$ cat config.mk
export PLATFORM = sky130hd
export DESIGN_NAME = z80_stack_seq
export DESIGN_NICKNAME = d
export VERILOG_FILES = /design/src/rtl/z80_stack_seq_pkg.sv /design/src/rtl/z80_stack_seq.sv
export SDC_FILE = /design/constraint.sdc
export NUM_CORES = 1
export LEC_CHECK = 0
export ABC_AREA = 1
export CAP_MARGIN = 20
export CORE_ASPECT_RATIO = 1.75
export CORE_MARGIN = 1
export CORE_UTILIZATION = 42
export DETAILED_ROUTE_END_ITERATION = 8
export PLACE_DENSITY = 0.77
export SYNTH_ARGS = -nofsm -noshare
export SYNTH_HDL_FRONTEND = slang
export SYNTH_SLANG_ARGS = --single-unit
$ cat constraint.sdc
create_clock -name clk -period 2.8 [get_ports clk]
set_input_delay 0.7 -clock clk [delete_from_list [all_inputs] [get_ports clk]]
set_output_delay 0.7 -clock clk [all_outputs]
set_load 0.01 [all_outputs]
$ cat src/rtl/z80_stack_seq_pkg.sv
// rtl/z80_stack_seq_pkg.sv - register select codes, state/op encodings and pair legality check
package z80_stack_seq_pkg;

  typedef logic [3:0] reg_select_t;

  localparam reg_select_t REG_BC = 4'd0;
  localparam reg_select_t REG_DE = 4'd1;
  localparam reg_select_t REG_HL = 4'd2;
  localparam reg_select_t REG_AF = 4'd3;
  localparam reg_select_t REG_IX = 4'd4;
  localparam reg_select_t REG_IY = 4'd5;
  localparam reg_select_t REG_SP = 4'd6;
  localparam reg_select_t REG_PC = 4'd7;

  localparam logic OP_PUSH = 1'b0;
  localparam logic OP_POP  = 1'b1;

  typedef enum logic [2:0] {
    ST_IDLE,
    ST_MEM1,
    ST_MEM2,
    ST_WR_REG,
    ST_WR_SP
  } stack_state_t;

  // Only the six pairs that PUSH/POP can name; SP, PC and single registers are rejected.
  function automatic logic rr_legal(input reg_select_t r);
    case (r)
      REG_BC, REG_DE, REG_HL, REG_AF, REG_IX, REG_IY: rr_legal = 1'b1;
      default:                                         rr_legal = 1'b0;
    endcase
  endfunction

endpackage

$ cat src/rtl/z80_stack_seq.sv
// rtl/z80_stack_seq.sv - PUSH rr / POP rr sequencer between register file and byte memory
module z80_stack_seq
  import z80_stack_seq_pkg::*;
(
  input  logic        clk,
  input  logic        reset,
  input  logic        start,
  input  logic        op,
  input  reg_select_t rr,
  output logic        busy,
  output logic        done,
  output logic        err,
  output reg_select_t rf_src1,
  input  logic [15:0] rf_out1,
  output reg_select_t rf_src2,
  input  logic [15:0] rf_out2,
  output logic        rf_write_en,
  output reg_select_t rf_dest,
  output logic [15:0] rf_in,
  output logic [15:0] mem_addr,
  output logic [7:0]  mem_wdata,
  input  logic [7:0]  mem_rdata,
  output logic        mem_rd,
  output logic        mem_wr,
  input  logic        mem_ready
);

  stack_state_t state_q, state_d;
  logic         op_q, op_d;
  reg_select_t  rr_q, rr_d;
  logic [15:0]  sp_q, sp_d;
  logic [15:0]  val_q, val_d;
  logic         err_q, err_d;

  logic [15:0]  sp_off;
  logic [15:0]  sp_sum;

  assign sp_sum = sp_q + sp_off;

  always_ff @(posedge clk or posedge reset) begin
    if (reset) begin
      state_q <= ST_IDLE;
      op_q    <= OP_PUSH;
      rr_q    <= REG_BC;
      sp_q    <= 16'h0000;
      val_q   <= 16'h0000;
      err_q   <= 1'b0;
    end else begin
      state_q <= state_d;
      op_q    <= op_d;
      rr_q    <= rr_d;
      sp_q    <= sp_d;
      val_q   <= val_d;
      err_q   <= err_d;
    end
  end

  always_comb begin
    state_d     = state_q;
    op_d        = op_q;
    rr_d        = rr_q;
    sp_d        = sp_q;
    val_d       = val_q;
    err_d       = 1'b0;
    sp_off      = 16'h0000;
    mem_addr    = 16'h0000;
    mem_wdata   = 8'h00;
    mem_rd      = 1'b0;
    mem_wr      = 1'b0;
    rf_write_en = 1'b0;
    rf_dest     = REG_BC;
    rf_in       = 16'h0000;
    done        = 1'b0;

    case (state_q)
      ST_IDLE: begin
        if (start) begin
          if (rr_legal(rr)) begin
            op_d    = op;
            rr_d    = rr;
            sp_d    = rf_out2;
            if (op == OP_PUSH) val_d = rf_out1;
            state_d = ST_MEM1;
          end else begin
            err_d = 1'b1;
          end
        end
      end
      ST_MEM1: begin
        sp_off    = (op_q == OP_PUSH) ? 16'hFFFF : 16'h0000;
        mem_addr  = sp_sum;
        mem_wr    = (op_q == OP_PUSH);
        mem_rd    = (op_q == OP_POP);
        mem_wdata = val_q[15:8];
        if (mem_ready) begin
          if (op_q == OP_POP) val_d[7:0] = mem_rdata;
          state_d = ST_MEM2;
        end
      end
      ST_MEM2: begin
        sp_off    = (op_q == OP_PUSH) ? 16'hFFFE : 16'h0001;
        mem_addr  = sp_sum;
        mem_wr    = (op_q == OP_PUSH);
        mem_rd    = (op_q == OP_POP);
        mem_wdata = val_q[7:0];
        if (mem_ready) begin
          if (op_q == OP_POP) begin
            val_d[15:8] = mem_rdata;
            state_d     = ST_WR_REG;
          end else begin
            state_d = ST_WR_SP;
          end
        end
      end
      ST_WR_REG: begin
        rf_write_en = 1'b1;
        rf_dest     = rr_q;
        rf_in       = val_q;
        state_d     = ST_WR_SP;
      end
      ST_WR_SP: begin
        sp_off      = (op_q == OP_PUSH) ? 16'hFFFE : 16'h0002;
        rf_write_en = 1'b1;
        rf_dest     = REG_SP;
        rf_in       = sp_sum;
        done        = 1'b1;
        state_d     = ST_IDLE;
      end
      default: state_d = ST_IDLE;
    endcase
  end

  assign busy    = (state_q != ST_IDLE);
  assign err     = err_q;
  assign rf_src1 = rr;
  assign rf_src2 = REG_SP;

endmodule

==> results of run 1 <==
==> final timing paths <==
kind,start,slack [ns],end
worst max-delay path,state_q[0],-0.54,rf_in[4]
worst min-delay path,sp_q[14],0.52,sp_q[14]
worst max register to register,state_q[0],0.75,val_q[12]
worst min register to register,sp_q[14],0.52,sp_q[14]
max in group asynchronous,reset,1.54,state_q[0]
min in group asynchronous,reset,0.83,sp_q[4]
==> registers in the layout, indices dropped and copies added, names as in the netlist <==
| signal | cells |
|---|---|
| err | 1 |
| val_q | 16 |
| state_q | 3 |
| sp_q | 16 |
| rr_q | 4 |
| op_q | 1 |
==> what timing repair did <==
item | 4_1_cts | 5_1_grt
resized for setup | 216 | 96
endpoints found under the hold margin | 0 | 0
setup endpoints to repair | 33 | 36
gates cloned | 1 | 0
buffers inserted | 14 | 7
pin swaps | 47 | 60
==> logic make-up (layout without fill, tap and decap cells) <==
family / after synthesis / after routing
xor gates and xnor gates: 7 / 7
DFF: 41 / 41
other: 2 / 4
adders and majority gates: 16 / 16
and+or+nand+nor: 217 / 217
buffers and inverters: 100 / 248
AOI/OAI and AO/OA: 69 / 69
muxes: 15 / 15
==> metal layers <==
layer / track usage / vias up / part of all wire
met4: 0.177 / 0 / 0.051
met3: 0.0649 / 44 / 0.054
met5: 0 / - / 0
met1: 0.311 / 1729 / 0.34
met2: 0.501 / 138 / 0.55
li1: - / 1768 / -
==> critical path, stage by stage (launching register included) <==
cell and delay (ns):
dfrtp_2 0.47, inv_4 0.07, buf_6 0.13, nand3_4 0.07, o21ai_2 0.07, ha_2 0.18, fa_2 0.37, nand2_1 0.08
nand2_1 0.07, and2_4 0.16, buf_6 0.13, xnor2_4 0.26, o22ai_2 0.12, buf_2 0.15
==> through the flow <==
| step | TNS [ns] | hold WS (ns) | instances | setup WS [ns] |
|---|---|---|---|---|
| 2_1_floorplan | 0 | 0.460 | 469 | 0.0149 |
| 3_3_place_gp | -11.95 | 0.478 | 679 | -0.641 |
| 5_1_grt | -14.71 | 0.535 | 705 | -0.691 |
| 3_5_place_dp | -14.11 | 0.508 | 679 | -0.703 |
| 4_1_cts | -10.81 | 0.522 | 701 | -0.502 |
| 6_report | -11.45 | 0.519 | 705 | -0.540 |
==> cells in the final DEF (no fill, tap or decap), drive strengths merged, types with 15 or more instances in the layout <==
| cell | count |
|---|---|
| dfrtp | 41 |
| o21ai | 36 |
| clkdlybuf4s50 | 57 |
| ha | 15 |
| inv | 79 |
| nand2 | 145 |
| mux2 | 15 |
| buf | 86 |
| nand3 | 23 |
| o22ai | 15 |
| nor2 | 37 |
==> final cells by class <==
type                            instances  share of cell area
Multi-Input combinational cell        328               0.449
Timing Repair Buffer                  158               0.256
Clock buffer                            7              0.0257
Clock inverter                          1             0.00541
Inverter                               82              0.0581
Sequential cell                        41               0.185
Tap cell                               88              0.0198
==> impl_metrics.env, run 1 <==
export IMPL_status="finished, violations left"
export IMPL_violations="setup timing"
export IMPL_fin_crit_sh=1.19
export IMPL_synth_top_area_share=0.317
export IMPL_fin_area_um2=5550
export IMPL_fin_crit_ns=3.34
export IMPL_hold_viol=0
export IMPL_syn_inst=467
export IMPL_yosys_top_cells_count="nand2_1 (140), inv_1 (77), dfrtp_1 (41)"
export IMPL_grt_pass1_wl_um=17700
export IMPL_synthFlopType="dfrtp_1"
export IMPL_synth_compound_area_frac=0.121
export IMPL_ys_async_sr_fraction=1.00
export IMPL_synth_adder_area_share=0.0642
export IMPL_avgSynthCellArea_um2=6.93
export IMPL_worstSetupPathType="reg -> out"
export IMPL_antenna_found_initial=0
export IMPL_drc=0
export IMPL_register_area_um2=1030
export IMPL_num_rows=42
export IMPL_placed_area_um2=4580
export IMPL_totalWireLength_um=11500
export IMPL_netlist_cell_type_count=32
export IMPL_synth_seq_cells=41
export IMPL_yosysMostFrequentCell="nand2_1"
export IMPL_critPathRequiredTime_ns=2.10
export IMPL_grt_overflow=0
export IMPL_dp_hpwl_um=7630
export IMPL_cts_tree="yes"
export IMPL_syn_area_um2=3240
export IMPL_synth_simple_gate_area_frac=0.293
export IMPL_core_um2=7510
export IMPL_die_x_um=68.4
export IMPL_grt_pass1_vias=3732
export IMPL_antenna_left=0
export IMPL_cts_hold_buf=0
export IMPL_rr_worst_depth=11
export IMPL_first_pass_iters=4
export IMPL_wire_per_inst_um=16.3
export IMPL_die_area_um2=8070
export IMPL_grt_max_degree=42
export IMPL_portBuffers=102
export IMPL_synthMuxAreaShare=0.0522
export IMPL_ys_warn_count=0
export IMPL_die_y_um=118
export IMPL_rsz0062_at_grt="true"
export IMPL_yosysSeqAreaShare=0.317
export IMPL_synth_edf_count=0
export IMPL_via_count=3679
export IMPL_slew_viol_final=0
export IMPL_ios=107
export IMPL_drive_gt1_frac=0.417
export IMPL_ys_top_cells_by_area="dfrtp_1 (32%), nand2_1 (16%), inv_1 (8.9%)"
export IMPL_initial_utilization=0.431
export IMPL_via_per_inst=5.22
export IMPL_htree_levels=2
export IMPL_report_final_setup_viol=30
export IMPL_layout_setup_ws_ns=-0.540
export IMPL_syn_to_final_growth_pct=71.6
export IMPL_synth_xor_area_frac=0.0189
export IMPL_track_usage=0.294
export IMPL_utilization=0.739
export IMPL_holdPathStages=1
export IMPL_start_kind="register"
export IMPL_place_congestion=0.923
export IMPL_cp_arrival_ns=2.64
export IMPL_cp_max_fo=5
export IMPL_maxSlewHeadroom=0.631
export IMPL_synth_top_family_by_area="simple AND/OR/NAND/NOR gates"
export IMPL_tightest_slew_ns=0.554
export IMPL_cts_root_buf="clkbuf_16"
export IMPL_end_kind="primary output"
export IMPL_clock_sinks=41
export IMPL_fillers=543
export IMPL_cts_buffer_depth=2
export IMPL_drtIter0Drc=273
export IMPL_cts_buffers=5
export IMPL_worstSkewPairLatency_ns=0.29
export IMPL_cts_clk_slew_worst_paths_ns=0.06
export IMPL_hp_class="reg -> reg"
export IMPL_yosysTopAreaCell="dfrtp_1"
export IMPL_fmax_mhz=299
export IMPL_finalClockSkew_ns=0.00322
export IMPL_nNetsFinal=681
export IMPL_cap_violations=0
export IMPL_multiInputGateArea_um2=2490
export IMPL_antennaDiodeCount=0
Power of run 1 is left out: the tool's default activity adds up to more than one toggle a clock period on the data nets, which glitch-free logic cannot reach.
==> run 2, diff against run 1 <==
--- a/config.mk
+++ b/config.mk
@@ -11,6 +11,7 @@
 export CORE_MARGIN = 1
 export CORE_UTILIZATION = 42
 export DETAILED_ROUTE_END_ITERATION = 8
+export HOLD_SLACK_MARGIN = 0.15
 export PLACE_DENSITY = 0.77
 export SYNTH_ARGS = -nofsm -noshare
 export SYNTH_HDL_FRONTEND = slang
==> results of run 2 <==
Final layout, timing and power as in run 1 (identical DEF).
Power of run 2 is left out for the same reason.
